## src/rtl/seq_pattern_detector.sv

```systemverilog
// Serial pattern detector: pulses o_match when the last LEN accepted bits equal
// the run-time loadable pattern, with overlap mode and a saturating match counter.
module seq_pattern_detector #(
   parameter int             LEN     = 5,
   parameter logic [LEN-1:0] PATTERN = 5'b10010,
   parameter logic           OVERLAP = 1'b1,
   parameter int             CNT_W   = 8
) (
   input  logic             i_clk,
   input  logic             i_rst,
   input  logic             i_in_valid,
   input  logic             i_in_bit,
   input  logic             i_cfg_load,
   input  logic [LEN-1:0]   i_cfg_pattern,
   input  logic             i_cfg_overlap,
   input  logic             i_clr_cnt,
   output logic             o_match,
   output logic [CNT_W-1:0] o_match_cnt,
   output logic             o_cnt_sat
);

   localparam int               FW       = $clog2(LEN);
   localparam logic [FW-1:0]    FILL_MAX = FW'(LEN - 1);
   localparam logic [FW-1:0]    FILL_ONE = FW'(1);
   localparam logic [CNT_W-1:0] CNT_MAX  = {CNT_W{1'b1}};
   localparam logic [CNT_W-1:0] CNT_ONE  = {{(CNT_W-1){1'b0}}, 1'b1};

   logic [LEN-1:0]   r_pat;
   logic             r_ovl;
   logic [LEN-1:0]   r_hist;
   logic [FW-1:0]    r_fill;
   logic             r_match;
   logic [CNT_W-1:0] r_cnt;
   logic             r_sat;

   logic [LEN-1:0]   w_shift;
   logic             w_accept;
   logic             w_hit;
   logic [FW-1:0]    w_fill_nxt;
   logic [CNT_W-1:0] w_cnt_nxt;

   assign w_shift  = {r_hist[LEN-2:0], i_in_bit};
   assign w_accept = i_in_valid & ~i_cfg_load;
   assign w_hit    = w_accept & (r_fill == FILL_MAX) & (w_shift == r_pat);

   // Next fill level and next counter value
   always_comb begin
      w_fill_nxt = r_fill;
      w_cnt_nxt  = r_cnt;

      if (i_cfg_load) begin
         w_fill_nxt = '0;
      end else if (w_accept) begin
         // a non-overlapping hit forces LEN fresh bits before the next match
         if (w_hit && !r_ovl) begin
            w_fill_nxt = '0;
         end else if (r_fill == FILL_MAX) begin
            w_fill_nxt = FILL_MAX;
         end else begin
            w_fill_nxt = r_fill + FILL_ONE;
         end
      end else begin
         w_fill_nxt = r_fill;
      end

      if (w_hit) begin
         if (i_clr_cnt) begin
            w_cnt_nxt = CNT_ONE;
         end else if (r_cnt != CNT_MAX) begin
            w_cnt_nxt = r_cnt + CNT_ONE;
         end else begin
            w_cnt_nxt = r_cnt;
         end
      end else if (i_clr_cnt) begin
         w_cnt_nxt = '0;
      end else begin
         w_cnt_nxt = r_cnt;
      end
   end

   // Pattern/mode, history, phase, counter and output registers
   always_ff @(posedge i_clk) begin
      if (i_rst) begin
         r_pat   <= PATTERN;
         r_ovl   <= OVERLAP;
         r_hist  <= '0;
         r_fill  <= '0;
         r_match <= 1'b0;
         r_cnt   <= '0;
         r_sat   <= 1'b0;
      end else begin
         if (i_cfg_load) begin
            r_pat  <= i_cfg_pattern;
            r_ovl  <= i_cfg_overlap;
            r_hist <= '0;
         end else if (w_accept) begin
            r_hist <= w_shift;
         end else begin
            r_hist <= r_hist;
         end
         r_fill  <= w_fill_nxt;
         r_match <= w_hit;
         r_cnt   <= w_cnt_nxt;
         r_sat   <= (w_cnt_nxt == CNT_MAX);
      end
   end

   assign o_match     = r_match;
   assign o_match_cnt = r_cnt;
   assign o_cnt_sat   = r_sat;

endmodule
```

## config.mk

```make
export PLATFORM = sky130hd
export DESIGN_NAME = seq_pattern_detector
export DESIGN_NICKNAME = d
export VERILOG_FILES = /design/src/rtl/seq_pattern_detector.sv
export SDC_FILE = /design/constraint.sdc
export NUM_CORES = 1
export LEC_CHECK = 0
export ABC_AREA = 1
export CAP_MARGIN = 20
export CORE_MARGIN = 3
export CORE_UTILIZATION = 56
export DETAILED_ROUTE_END_ITERATION = 8
export PLACE_DENSITY = 0.83
export SYNTH_ARGS = -nofsm -noshare
export SYNTH_HDL_FRONTEND = slang
export SYNTH_SLANG_ARGS = --single-unit
```

## constraint.sdc

```tcl
create_clock -name i_clk -period 2.25 [get_ports i_clk]
set_input_delay 0.45 -clock i_clk [delete_from_list [all_inputs] [get_ports i_clk]]
set_output_delay 0.45 -clock i_clk [all_outputs]
set_load 0.005 [all_outputs]
```

==> impl_metrics.yaml <==
run_status:
  status: "completed"
critical_path:
  worstSetupPathType: "in -> reg"
  end_kind: "flip-flop"
  cp.arrival_ns: 2.23
  slowest_delay_ns: 0.61
  rrSetupSlack_ns: 0.45
  crit_family: "simple AND/OR/NAND/NOR gates"
  cp_max_fo: 8
  crit_required_ns: 2.52
  cpMostUsedCell: "nand3_1"
  cp_cell_sequence: "clkdlybuf4s50_1 -> inv_2 -> nor2_8 -> nand2_4 -> nor2_4 -> nand3_1 -> a21oi_2 -> nand2_1 -> nor2_1 -> nand3_1 -> nor2_2"
  critPathLaunchType: "input pin"
  path_buf_inv: 2
  crit_slowest_cell: "clkdlybuf4s50_1"
cts:
  ctsRootBufferMaster: "clkbuf_4"
  numClockSinks: 23
  cts_made_buffers: 3
  clk_latency_ns: 0.32
  htree_levels: 1
  holdBufCountCts: 0
  cts_buffer_depth: 2
  cts-resized-gates: 0
  cts_setup_buffers: 0
  cts_tree: "done"
  clk_pin_slew_ns: 0.14
timing:
  worst_slack_ns: 0.292
  tightest_slew_ns: 0.400
  rsz0062_at_grt: "no"
  slew_violations: 0
  min_period_over_period: 0.870
  setup_viol: 0
  setup-tns-final_ns: 0
  final.min_clock_period_ns: 1.96
  hold_viol_final: 0
  fin_skew_ns: 0.00370
  maxSlewHeadroom: 0.732
  fmax_mhz: 511
power_and_ir_drop:
  powerDensity_mw_per_mm2: 446
  power.leakage_nw: 0.721
  vdd_drop_max_uv: 404
global_route:
  grt_max_degree: 14
  grt_pass1_wl_um: 5460
  antenna_found_initial: 0
  grt_usage: 0.218
  grt_overflow: 0
  grt_pass1_vias: 1223
logic_synthesis:
  synth_compound_area_frac: 0.120
  synth.distinct_cells: 25
  synth-simple-area-share: 0.394
  synth_fa_ha_area_frac: 0.0276
  synth_seq_area_share: 0.339
  post_synth_instance_area_mm2: 0.00136
  muxShareOfSynthArea: 0
  synth_seq_cells: 23
  synth_xor_area_frac: 0.0129
  yosysWarnings: 0
  synth_top_family_by_area: "simple AND/OR/NAND/NOR gates"
  synthesis.instances: 213
  syn-num-nets: 228
  syn_avg_cell_area_um2: 6.37
place:
  pre_cts_ws_ns: -0.0436
  dp_hpwl_um: 2510
  globalplace.congestion: 0.926
  port_buffers: 21
drt:
  drt_drc_violations_left: 0
  drt-total-wl_um: 3110
  avgViaCountPerCell: 5.22
  ant_nets: 0
  vias: 1400
  drt_first_iter_violations: 52
  routedWlPerCell_um: 11.6
  first_pass_iters: 4
die:
  die-area_mm2: 0.00305
  io_pins: 22
  core_mm2: 0.00225
  die_x_um: 55.2
  initial_core_util: 0.602
  rows: 17
  die_h_um: 55.2
layout:
  final_common_cell: "nand2_1"
  layout_common_cells: "49 x nand2_1, 32 x nor2_1, 31 x inv_1"
  num-nets-final: 256
  syn2layout_area_growth_pct: 21.5
  num-fill-cells: 194
  antenna_cells: 0
  drive_gt1_frac: 0.104
run:
  cap_violations: 0
min_path:
  min_path_type: "reg -> reg"
cell usage after synthesis, drive strengths merged:
| cell | count | share of area |
|---|---|---|
| nand2 | 55 | 0.17 |
| nor2 | 39 | 0.14 |
| inv | 32 | 0.088 |
| dfxtp | 23 | 0.34 |
| nand3 | 17 | 0.063 |
| a21oi | 15 | 0.058 |
| o21ai | 14 | 0.052 |
| nand4 | 4 | 0.018 |
| clkinv | 3 | 0.010 |
| ha | 3 | 0.028 |
| nor3 | 2 | 0.0074 |
| a21boi | 1 | 0.0055 |
| buf | 1 | 0.0055 |
| clkbuf | 1 | 0.0028 |
| o22ai | 1 | 0.0046 |
| xnor2 | 1 | 0.0065 |
| xor2 | 1 | 0.0065 |
state kept, by name, summed over array words and instances (netlist names):
register,count
o_match,1
r_ovl,1
r_hist,4
o_match_cnt,8
r_fill,3
r_pat,5
o_cnt_sat,1
worst min-delay path, cell delays in order (launching register included):
cell	delay, ns
dfxtp_1	0.34
inv_1	0.07
a21oi_1	0.06
layout make-up:
type,instances,area [um^2],area share
Clock buffer,3,22.5,0.0137
Clock inverter,1,5.00,0.00303
Inverter,35,134,0.0812
Multi-Input combinational cell,153,752,0.456
Sequential cell,23,460,0.279
Tap cell,28,35.0,0.0212
Timing Repair Buffer,25,240,0.146
worst paths after layout:
path | to | from | cells after the start
max reg2reg | o_cnt_sat | r_fill[0] | 13
min | r_pat[3] | r_pat[3] | 2
max | o_cnt_sat | i_in_valid | 11
min reg2reg | r_pat[3] | r_pat[3] | 2
report_power, final:
| part | internal [mW] | leakage [nW] | switching [mW] |
|---|---|---|---|
| Combinational | 0.0444 | 0.516 | 0.0614 |
| Sequential | 0.420 | 0.188 | 0.00816 |
| Clock | 0.0666 | 0.0177 | 0.135 |
through the flow:
step | power [mW] | instance area, um^2 | std cells | utilization | hold slack [ns]
floorplan | 0.500 | 1360 | 213 | - | 0.443
global placement | 0.539 | 1620 | 264 | 0.719 | 0.459
detailed placement | 0.542 | 1620 | 264 | 0.719 | 0.471
CTS | 0.736 | 1650 | 268 | 0.731 | 0.491
global route | 0.769 | 1650 | 268 | 0.731 | 0.518
finish | 0.735 | 1650 | 268 | 0.731 | 0.492
cells by family after synthesis:
group	Yosys count
AOI/OAI and AO/OA	31
and+or+nand+nor	117
buffers and inverters	37
adders and majority gates	3
DFF	23
xor gates and xnor gates	2
routing by layer:
layer	up-vias	GRT usage	wire [um]
met2	58	0.331	1370
met1	612	0.320	1410
li1	725	-	-
met3	5	0.0280	300
met4	0	0.0625	32
met5	-	0	0
Note: power is estimated with default switching activity, not from simulation.
